==> src/rtl/prefetch_issue_queue.sv <==
// Line-granular prefetch FIFO that drops duplicates against queued entries and recently issued lines.
// Issue 1 cycle after accept into empty queue; pf_ready_o = ~full (no bypass). Optional PF_ISSUE_STATS_EN adds counters.
module prefetch_issue_queue #(
  parameter int WIDTH        = 64,
  parameter int DEPTH        = 8,
  parameter int LOGLINE      = 6,
  parameter int HIST_ENTRIES = 16
) (
  input  logic                         clk,
  input  logic                         rst,
  input  logic [WIDTH-1:0]             pf_address_i,
  input  logic                         pf_valid_i,
  output logic                         pf_ready_o,
  output logic [WIDTH-1:0]             lo_address_o,
  output logic                         lo_valid_o,
  input  logic                         lo_ready_i,
  input  logic                         flush_i,
  output logic [$clog2(DEPTH+1)-1:0]   count_o
`ifdef PF_ISSUE_STATS_EN
  ,
  output logic [31:0]                  issued_cnt_o,
  output logic [31:0]                  dropped_cnt_o
`endif
);

  localparam int LW = WIDTH - LOGLINE;
  localparam int AW = $clog2(DEPTH);
  localparam int CW = $clog2(DEPTH + 1);
  localparam int HW = (HIST_ENTRIES > 1) ? $clog2(HIST_ENTRIES) : 1;

  typedef enum logic [1:0] {
    S_EMPTY,
    S_PARTIAL,
    S_FULL
  } occ_e;

  logic [LW-1:0]           r_mem [DEPTH];
  logic [AW:0]             r_wptr;
  logic [AW:0]             r_rptr;
  logic [LW-1:0]           r_hist [HIST_ENTRIES];
  logic [HIST_ENTRIES-1:0] r_hist_vld;
  logic [HW-1:0]           r_hist_ptr;

  occ_e                    w_state;
  logic                    w_empty;
  logic                    w_full;
  logic [CW-1:0]           w_count;
  logic [LW-1:0]           w_line;
  logic [LW-1:0]           w_head;
  logic [DEPTH-1:0]        w_occ;
  logic [DEPTH-1:0]        w_qeq;
  logic [HIST_ENTRIES-1:0] w_heq;
  logic                    w_hit;
  logic                    w_acc;
  logic                    w_deq;
  logic                    w_enq;
  logic                    w_unused_offset;

  assign w_line          = pf_address_i[WIDTH-1:LOGLINE];
  assign w_unused_offset = ^pf_address_i[LOGLINE-1:0];
  assign w_count         = CW'(r_wptr - r_rptr);
  assign w_head          = r_mem[r_rptr[AW-1:0]];

  always_comb begin
    w_state = S_PARTIAL;
    if (r_wptr == r_rptr) begin
      w_state = S_EMPTY;
    end else if (r_wptr[AW-1:0] == r_rptr[AW-1:0]) begin
      w_state = S_FULL;
    end
  end

  assign w_empty = (w_state == S_EMPTY);
  assign w_full  = (w_state == S_FULL);

  // An entry is live when its distance from the read index is below the occupancy.
  for (genvar i = 0; i < DEPTH; i++) begin : g_q
    logic [AW-1:0] w_off;
    assign w_off    = AW'(i) - r_rptr[AW-1:0];
    assign w_occ[i] = ({1'b0, w_off} < w_count);
    assign w_qeq[i] = (r_mem[i] == w_line);
  end

  for (genvar j = 0; j < HIST_ENTRIES; j++) begin : g_h
    assign w_heq[j] = r_hist_vld[j] & (r_hist[j] == w_line);
  end

  assign w_hit = |(w_occ & w_qeq) | (|w_heq);
  assign w_acc = pf_valid_i & ~w_full;
  assign w_deq = ~w_empty & lo_ready_i;
  assign w_enq = w_acc & ~w_hit & ~flush_i;

  assign pf_ready_o   = ~w_full;
  assign lo_valid_o   = ~w_empty;
  assign count_o      = w_count;
  assign lo_address_o = w_empty ? '0 : {w_head, {LOGLINE{1'b0}}};

  always_ff @(posedge clk or posedge rst) begin
    if (rst) begin
      r_wptr     <= '0;
      r_rptr     <= '0;
      r_hist_vld <= '0;
      r_hist_ptr <= '0;
    end else if (flush_i) begin
      r_wptr     <= '0;
      r_rptr     <= '0;
      r_hist_vld <= '0;
      r_hist_ptr <= '0;
    end else begin
      if (w_enq) begin
        r_wptr <= r_wptr + 1'b1;
      end
      if (w_deq) begin
        r_rptr                 <= r_rptr + 1'b1;
        r_hist_vld[r_hist_ptr] <= 1'b1;
        if (r_hist_ptr == HW'(HIST_ENTRIES - 1)) begin
          r_hist_ptr <= '0;
        end else begin
          r_hist_ptr <= r_hist_ptr + 1'b1;
        end
      end
    end
  end

  // Payload storage needs no reset; validity is carried by pointers and r_hist_vld.
  always_ff @(posedge clk) begin
    if (w_enq) begin
      r_mem[r_wptr[AW-1:0]] <= w_line;
    end
    if (w_deq && !flush_i) begin
      r_hist[r_hist_ptr] <= w_head;
    end
  end

`ifdef PF_ISSUE_STATS_EN
  logic r_unused_stats;
  logic w_drop_evt;

  assign w_drop_evt = (w_acc & w_hit) | (pf_valid_i & w_full);

  always_ff @(posedge clk or posedge rst) begin
    if (rst) begin
      issued_cnt_o   <= '0;
      dropped_cnt_o  <= '0;
      r_unused_stats <= 1'b0;
    end else begin
      r_unused_stats <= 1'b0;
      if (w_deq && (issued_cnt_o != 32'hFFFF_FFFF)) begin
        issued_cnt_o <= issued_cnt_o + 32'd1;
      end
      if (w_drop_evt && (dropped_cnt_o != 32'hFFFF_FFFF)) begin
        dropped_cnt_o <= dropped_cnt_o + 32'd1;
      end
    end
  end
`endif

endmodule

==> config.mk <==
export PLATFORM = sky130hd
export DESIGN_NAME = prefetch_issue_queue
export DESIGN_NICKNAME = d
export VERILOG_FILES = /design/src/rtl/prefetch_issue_queue.sv
export SDC_FILE = /design/constraint.sdc
export NUM_CORES = 2
export LEC_CHECK = 0
export CAP_MARGIN = 20
export CORE_MARGIN = 2
export CORE_UTILIZATION = 45
export DETAILED_ROUTE_END_ITERATION = 8
export GPL_TIMING_DRIVEN = 1
export PLACE_DENSITY_LB_ADDON = 0.2
export SLEW_MARGIN = 20
export SYNTH_ARGS = -nofsm -noshare
export SYNTH_HDL_FRONTEND = slang
export SYNTH_SLANG_ARGS = --single-unit
==> constraint.sdc <==
create_clock -name clk -period 10.07 [get_ports clk]
set_input_delay 2.014 -clock clk [delete_from_list [all_inputs] [get_ports clk]]
set_output_delay 2.014 -clock clk [all_outputs]
set_load 0.005 [all_outputs]
==> metrics list <==
* Run status: finished, final reports clean
- The first global-routing pass estimated between 300 and 400 mm of wire.
- In the final layout, flip-flops and latches occupy roughly 0.043 mm^2.
* Worst slew slack as a fraction of its limit: 18.5%
- CTS HTree Levels: 4
- CP Max Fanout: 50
- For this run the aggregate overflow at the end of global routing stands at 0.
- Power spread over the standard cell area amounts to 199 mW/mm^2.
- Cell area after technology mapping: about 0.064 mm^2
- In this run the horizontal extent of the chip is 382 um.
- Distinct cells, synth: 73
- Most common library cell in the layout ignoring fill and taps: sky130_fd_sc_hd__edfxtp_1
* Die Area: 0.146 mm^2
- For this design the static power due to leakage is roughly 23 nW.
* Worst slew pin tran: 1.21 ns
- Detailed placement finished with a half-perimeter wire length of between 150 and 200 mm.
- Final weighted congestion of routability-driven global placement: 0.985
- Achievable frequency: 140 MHz
- Of all flip-flops after synthesis, the portion carrying an async set or reset was ~2.0%.
- CP Capture Type: output port
* Starting utilization of the core area: 45.4%
- The top cell types in the final layout, fill and taps aside, are sky130_fd_sc_hd__edfxtp_1, sky130_fd_sc_hd__xor2_1, sky130_fd_sc_hd__xnor2_1.
* Buffer type at the clock tree root: sky130_fd_sc_hd__clkbuf_16
* Post-CTS Setup Bufs: 0
* Clock insertion delay at the later pin of the skew report: 0.81 ns
* Largest net degree at the start of global routing: 86
- Clock-pin slew was measured on the worst setup and hold paths at around 0.070 ns.
- Number of cells produced by synthesis: roughly 4.2k
* Mean number of vias per cell: 6.43
- The first detailed-routing pass took 8 iterations.
- Input and output buffers added on the ports amount to between 100 and 150.
- Warning count from the yosys run: 0
* Antenna violations before repair: 34
- In this run, CTS created clock tree buffers numbering 150.
* Setup violators final: 0
- Crit share post-route: a little under three quarters
* Worst EP arrival: 5.15 ns
- Total area of multi-input combinational cells: 0.0202 mm^2
- For this run, the post-layout net count is 4,425.
- Cell Rows: 138
* CP Launch Point: r_rptr[1]$_DFFE_PP0P_
- Relative to the synthesized area, the layout overhead comes to 11.5%.
- The post-route netlist has 12.9% of its cells at a drive strength greater than 1.
* Area of the placeable core: 0.142 mm^2
- Across every metal layer, demand over resource in global routing totals 34.0%.
- The die is roughly 380 um tall.
- Kind of start point of the critical path: flop
- Post-placement worst setup slack: 2.88 ns
* Number of buffers on the longest clock path: 3
* Detailed-route via count: 40.8k
- Class of the most critical setup path: reg2out
- The worst hold path begins at r_hist_vld[3]$_DFFE_PP0P_.
- Min Tclk post-route: 7.16 ns
- CTS Hold Bufs: 0
- Fillcell total: 11.9k
* Synth Register Bits: around 1.4k
- Total number of clock tree sinks: 1,420
- Number of maximum-capacitance violations: 0
- Among all flip-flop cells after synthesis, the most frequent one is sky130_fd_sc_hd__edfxtp_1.
- At the worst endpoint, the required time is 8.06 ns.
* TritonCTS clock tree: built
- After detailed routing, the number of remaining DRC violations is 0.
* Final number of hold-violating endpoints: 0
- Sum of negative setup slack: 0 ns
* Total routed wirelength: 252 mm
* Routed wirelength normalized by instance count: 39.6 um
- The first routing iteration left 7,925 violations.
* Post-detailed-route count of antenna-violating nets: 0
- In this run the mean area of a mapped cell was ~15 um^2.
- Setup slack of the critical path after layout: 2.91 ns
* Sequential share of the synthesized area: 65.9%
- Setup repair after global routing missed its margin: no
- The number of pins exceeding their max-slew limit in the final report came to 0.
- Worst setup skew after layout: 0.0397 ns
- The worst-case IR drop observed on VDD is 0.164 mV.
* Total placed cells including tap cells: 6,075
- The worst register-to-register path begins at r_rptr[0]$_DFFE_PP0P_.
* Vias in the first global route: 37.4k
- In this run, post-CTS repair resized a total of 0 instances.
* EDFF count, synth: ~1.4k
- Boundary pin count: 139
- Final std cells w/o fill: 6,349
- The min-delay analysis places its worst path in the category reg2reg.
## area by class of cell
cell class	instances	share of cell area, %
Timing Repair Buffer	244	2.60
Inverter	94	0.491
Clock inverter	77	0.778
Tap cell	1890	3.29
Antenna cell	8	0.0278
Multi-Input combinational cell	2427	28.2
Sequential cell	1420	59.1
Clock buffer	189	5.54
## critical path: stages, from the launching register on
cell                              delay (ns)
sky130_fd_sc_hd__dfrtp_4                0.87
sky130_fd_sc_hd__buf_4                  0.61
sky130_fd_sc_hd__buf_4                  0.80
sky130_fd_sc_hd__mux4_2                 0.48
sky130_fd_sc_hd__nand2_1                0.11
sky130_fd_sc_hd__a21oi_1                0.67
sky130_fd_sc_hd__clkdlybuf4s50_1        0.64
## synthesized netlist by cell type, drive strengths merged (15+ instances only)
| master | instances | area (um^2) |
|---|---|---|
| nand2b | 70 | 438 |
| a221oi | 15 | 138 |
| nor2b | 16 | 100 |
| nand3 | 24 | 120 |
| a21oi | 71 | 355 |
| o21ai | 15 | 75.1 |
| nor3 | 24 | 120 |
| ha | 18 | 225 |
| nor4 | 205 | 1300 |
| inv | 91 | 342 |
| o2111ai | 23 | 201 |
| nor2 | 45 | 171 |
| o2bb2ai | 21 | 184 |
| mux4 | 116 | 2610 |
| buf | 193 | 1570 |
| nand4 | 186 | 1170 |
| o22ai | 43 | 269 |
| clkbuf | 32 | 120 |
| nand2 | 195 | 732 |
| xor2 | 673 | 5890 |
| dfrtp | 28 | 701 |
| xnor2 | 550 | 4820 |
| edfxtp | 1392 | 41800 |
## final timing paths
| check | to | slack, ns | cells past startpoint |
|---|---|---|---|
| min in group asynchronous | r_wptr[3]$_DFFE_PP0P_ | 1.67 | 3 |
| min reg2reg | r_hist_vld[3]$_DFFE_PP0P_ | 0.48 | 1 |
| max in group asynchronous | r_rptr[0]$_DFFE_PP0P_ | 7.93 | 3 |
| min | r_hist_vld[3]$_DFFE_PP0P_ | 0.48 | 1 |
| max reg2reg | r_mem[0][8]$_DFFE_PP_ | 4.56 | 16 |
| max | lo_address_o[59] | 2.91 | 6 |
## cells by family after synthesis
kind of cell,after synthesis,share of synthesized area [%]
other,1,0.00582
AND/OR/NAND/NOR,788,6.76
multiplexers,116,4.05
XOR/XNOR,1223,16.6
adder cells (fa/ha/maj),20,0.396
AO/OA/AOI/OAI,274,3.06
flip-flops,1420,65.9
buffers and inverters,319,3.16
## where the power goes
part / leakage (nW) / switching, mW / internal, mW
Combinational: 8.01 / 1.60 / 0.552
Sequential: 12.9 / 0.0593 / 6.75
Clock: 2.23 / 2.37 / 2.95
## registers in the layout, indices dropped and copies added (netlist names)
signal,flops
r_wptr,4
r_rptr,4
r_hist,928
r_mem,464
r_hist_ptr,4
r_hist_vld,16
## layer usage
metal,routed length (um),GRT usage [%]
met5,52,0.165
met4,13000,15.8
met3,34900,9.56
met2,109000,49.5
met1,95000,47.1
## per-stage QoR
stage / util [%] / hold WS (ns) / area (um^2) / total power, mW
2_1_floorplan: - / 0.443 / 64500 / 7.82
3_3_place_gp: 47.4 / 0.453 / 67300 / 9.00
3_5_place_dp: 47.4 / 0.464 / 67300 / 9.00
4_1_cts: 50.6 / 0.479 / 71900 / 14.2
5_1_grt: 50.6 / 0.496 / 71900 / 14.5
6_report: 50.7 / 0.478 / 71900 / 14.3
(Power assumes the default switching activity.)
